==> config.mk <==
export PLATFORM = sky130hd
export DESIGN_NAME = solver_dispatcher
export DESIGN_NICKNAME = d
export VERILOG_FILES = /design/src/rtl/solver_dispatcher.sv
export SDC_FILE = /design/constraint.sdc
export NUM_CORES = 1
export LEC_CHECK = 0
export CAP_MARGIN = 10
export CORE_MARGIN = 5
export CORE_UTILIZATION = 40
export CTS_CLUSTER_DIAMETER = 60
export DETAILED_ROUTE_END_ITERATION = 8
export PLACE_DENSITY = 0.71
export SLEW_MARGIN = 20
export SYNTH_ARGS = -nofsm -noshare
export SYNTH_HDL_FRONTEND = slang
export SYNTH_SLANG_ARGS = --single-unit
==> constraint.sdc <==
create_clock -name clock -period 5.3 [get_ports clock]
set_input_delay 1.325 -clock clock [delete_from_list [all_inputs] [get_ports clock]]
set_output_delay 1.325 -clock clock [all_outputs]
set_load 0.005 [all_outputs]
==> src/rtl/solver_dispatcher.sv <==
// solver_dispatcher: walks a frame pixel by pixel, launching one job per cycle
// on a round-robin choice of ready, non-busy solvers, then drains before signalling done.
module solver_dispatcher #(
    parameter int NUM_SOLVERS = 4,
    parameter int NUM_COLUMNS = 640,
    parameter int NUM_ROWS    = 480
) (
    input  logic                   clock,
    input  logic                   reset,
    input  logic                   start,
    input  logic                   abort,
    input  logic [NUM_SOLVERS-1:0] solver_ready,
    input  logic [NUM_SOLVERS-1:0] solver_done,
    output logic [NUM_SOLVERS-1:0] solver_start,
    output logic [9:0]             job_x,
    output logic [8:0]             job_y,
    output logic [18:0]            job_addr,
    output logic                   busy,
    output logic [5:0]             outstanding,
    output logic                   frame_done
);
    localparam int RW = NUM_SOLVERS > 1 ? $clog2(NUM_SOLVERS) : 1;

    typedef enum logic [1:0] {IDLE, DISPATCH, DRAIN} state_t;

    state_t                 state, state_d;
    logic [NUM_SOLVERS-1:0] inflight, eligible, grant;
    logic [RW-1:0]          rr, idx, gidx;
    logic                   found, grant_valid, last_col, last_pix, frame_done_d;
    logic [9:0]             x;
    logic [8:0]             y;
    logic [18:0]            addr;

    assign eligible    = solver_ready & ~inflight;
    assign grant_valid = (state == DISPATCH) && found && !abort;
    assign grant       = grant_valid ? (NUM_SOLVERS'(1) << gidx) : '0;
    assign last_col    = x == 10'(NUM_COLUMNS - 1);
    assign last_pix    = last_col && (y == 9'(NUM_ROWS - 1));
    assign busy        = state != IDLE;
    assign outstanding = 6'($countones(inflight));

    // First eligible solver at or after rr, wrapping around the pool.
    always_comb begin
        found = 1'b0;
        gidx  = '0;
        idx   = '0;
        for (int k = 0; k < NUM_SOLVERS; k++) begin
            idx = RW'((int'(rr) + k) % NUM_SOLVERS);
            if (!found && eligible[idx]) begin
                found = 1'b1;
                gidx  = idx;
            end
        end
    end

    always_comb begin
        state_d = state;
        case (state)
            IDLE:     if (start) state_d = DISPATCH;
            DISPATCH: if (grant_valid && last_pix) state_d = DRAIN;
            DRAIN:    if (inflight == '0) state_d = IDLE;
            default:  state_d = IDLE;
        endcase
        if (abort) state_d = IDLE;
    end

    assign frame_done_d = (state == DRAIN) && (inflight == '0) && !abort;

    always_ff @(posedge clock or negedge reset) begin
        if (!reset) state <= IDLE;
        else        state <= state_d;
    end

    always_ff @(posedge clock or negedge reset) begin
        if (!reset) begin
            inflight     <= '0;
            rr           <= '0;
            x            <= '0;
            y            <= '0;
            addr         <= '0;
            solver_start <= '0;
            job_x        <= '0;
            job_y        <= '0;
            job_addr     <= '0;
            frame_done   <= 1'b0;
        end else begin
            solver_start <= grant;
            frame_done   <= frame_done_d;
            inflight     <= abort ? '0 : ((inflight & ~solver_done) | grant);
            if (grant_valid) begin
                job_x    <= x;
                job_y    <= y;
                job_addr <= addr;
                rr       <= (gidx == RW'(NUM_SOLVERS - 1)) ? '0 : gidx + 1'b1;
                x        <= last_col ? '0 : x + 1'b1;
                y        <= last_col ? y + 1'b1 : y;
                addr     <= addr + 1'b1;
            end else if (state == IDLE && start && !abort) begin
                x    <= '0;
                y    <= '0;
                addr <= '0;
            end
        end
    end
endmodule

==> out/qor.yml <==
status: "complete, no violations"
grt_use_met2_pct: 24.6
yosysMostFrequentCell: "nand2_1"
finalPower_mw: 1.41
yosysWarningCount: 0
ctsResizeCount: 0
dieArea_mm2: 0.0128
finClkSkew_ns: 0.0122
synthCells: 451
synth-simple-area-share_pct: 26.8
ant_nets: 0
postCtsHoldBufs: 0
dr.pass1.iters: 4
post-route-min-period_ns: 3.67
use_met1_pct: 19.9
rr_worst_depth: 5
use_met3_pct: 3.10
die_w_um: 113
critical_path_class: "reg -> out"
die_y_um: 113
ys_ff_latch: 89
async_flop_share_pct: 100
rows: 37
area_delta_synth_final_pct: 20.3
portBuffers: 58
synth_area_per_cell_um2: 9.44
pre_cts_ws_ns: 1.40
cts_tree: "built"
drc: 0
cp.required_ns: 3.97
hold_viol: 0
numCtsBuffers: 9
hold_depth: 2
pin_count: 62
synth_top_cell_by_area: "dfrtp_1"
clk_latency_ns: 0.36
dpl-instance-area_mm2: 0.00492
overflow: 0
min-delay-path-class: "reg -> reg"
drt_iter0_markers: 171
startpoint_type: "flop"
detailed_place_hpwl_mm: 6.25
ys_top_cells_by_area: "dfrtp_1 52%, nand2_1 13%, mux2i_1 4.2%, ha_1 2.9%, nand4_1 2.1%"
fin_cells: 642
dr_total_vias: 3385
fp.coreArea_mm2: 0.0104
drv_cap: 0
first_global_vias: 3324
whs_ns: 0.480
rsz0062_at_grt: "false"
grt_busiest_layer: "met2"
h-tree-depth: 3
cts_setup_buffers: 0
wl_per_cell_um: 14.5
dpl.cell_count: 625
post-route-period-util_pct: 69.2
grt_max_degree: 65
cts_buffer_depth: 2
setup_viol: 0
p_leak_nw: 2.45
synth_compound_area_share_pct: 8.82
critPathCaptureType: "output port"
clock-sinks: 89
maxSlewViolCount: 0
seq_area_frac_synth_pct: 52.3
max_slew_margin_pct: 32.3
nNetsFinal: 524
grt_pass1_wl_mm: 15.9
antenna_cells: 0
routed_via_density: 5.27
crit_fanout: 3
routed_wl_mm: 9.31
syn_area_mm2: 0.00426
synth_edf_count: 0
synth-adder-area-share_pct: 3.41
start_util_pct: 41.0
cts-root-buf: "clkbuf_8"
power.density_mw_per_mm2: 276
antenna_found_initial: 0
synth_top_family_by_area: "simple AND/OR/NAND/NOR gates"
setup_tns_ns: 0
place_congestion: 0.864
synthDominantCellAreaShare_pct: 52.3
synthTopCellsByCount: "147 x nand2_1, 89 x dfrtp_1, 18 x mux2i_1"
fin_util_pct: 49.4
track_usage_pct: 15.1
tightestPinTransition_ns: 1.02
fmax_ghz: 0.273
synth_xor_area_share_pct: 0
clk_pin_slew_ns: 0.09
ys.flop_type: "dfrtp_1"
worstPathArrival_ns: 2.34
stdcell_area_mm2: 0.00512
ir_worst_vdd_mv: 0.116
synth.area.mux_share_pct: 4.50
worst_slack_ns: 1.63
drive_gt1_share_pct: 6.13
ys_types: 50
==> critical path: stages (launching register included) <==
cell	delay [ns]
dfrtp_1	0.38
inv_1	0.09
fa_1	0.54
inv_1	0.04
ha_1	0.17
ha_1	0.27
clkdlybuf4s50_1	0.49
==> placed cells by master, fill, tap and decap left out, types with 3 or more instances in the layout <==
| cell | synthesis | layout |
|---|---|---|
| nand2_1 | 147 | 147 |
| dfrtp_1 | 89 | 89 |
| clkdlybuf4s50_1 | 0 | 57 |
| mux2i_1 | 18 | 18 |
| nand3_1 | 17 | 17 |
| nand4_1 | 14 | 14 |
| and3_1 | 12 | 12 |
| ha_1 | 10 | 10 |
| a21oi_1 | 9 | 9 |
| nor2_1 | 9 | 9 |
| o21ai_0 | 9 | 9 |
| clkbuf_8 | 0 | 9 |
| inv_1 | 8 | 8 |
| o31ai_1 | 8 | 8 |
| and2_1 | 6 | 6 |
| a31oi_1 | 6 | 6 |
| nor4_1 | 6 | 6 |
| buf_4 | 3 | 6 |
| nand2b_1 | 5 | 5 |
| nor2b_1 | 5 | 5 |
| a2bb2oi_1 | 4 | 4 |
| or4_1 | 4 | 4 |
| inv_6 | 0 | 4 |
| and4_1 | 3 | 3 |
| nor3_1 | 3 | 3 |
| conb_1 | 1 | 3 |
==> routing by layer <==
| layer | part of all wire, % | vias to the layer above | wire [µm] |
|---|---|---|---|
| li1 | - | 1660 | - |
| met1 | 46 | 1620 | 4310 |
| met2 | 48 | 89 | 4480 |
| met3 | 4.1 | 16 | 382 |
| met4 | 1.5 | 0 | 141 |
| met5 | 0 | - | 0 |
==> sequential cells by signal (all words and copies together), names as in the netlist <==
register	count
state	2
job_y	9
job_addr	19
x	10
solver_start	4
y	9
job_x	10
frame_done	1
inflight	4
addr	19
rr	2
==> worst paths after layout <==
path / startpoint / to / slack, ns
min in group asynchronous: reset / job_addr[6] / 0.85
max: inflight[0] / outstanding[1] / 1.63
min reg2reg: job_y[6] / job_y[6] / 0.48
max reg2reg: inflight[2] / x[2] / 2.76
min: job_y[6] / job_y[6] / 0.48
max in group asynchronous: reset / job_y[7] / 3.33
==> where the power goes <==
part / switching, mW / leakage [nW] / internal, mW
Combinational: 0.120 / 1.13 / 0.0978
Clock: 0.268 / 0.0929 / 0.180
Sequential: 0.0338 / 1.23 / 0.715
Total: 0.421 / 2.45 / 0.992
==> cell families (layout without fill, tap and decap cells) <==
kind of cell	after synthesis	in the layout
and+or+nand+nor	243	243
other	1	3
DFF	89	89
muxes	19	19
adders and majority gates	11	11
buffers and inverters	35	88
AOI/OAI and AO/OA	53	53
==> area by class of cell <==
cell class / count / area, µm²
Fill cell: 1005 / 5250
Timing Repair Buffer: 64 / 631
Clock buffer: 9 / 124
Clock inverter: 7 / 58.8
Multi-Input combinational cell: 329 / 1880
Tap cell: 136 / 170
Inverter: 8 / 30.0
Sequential cell: 89 / 2230
(Power assumes the default switching activity.)
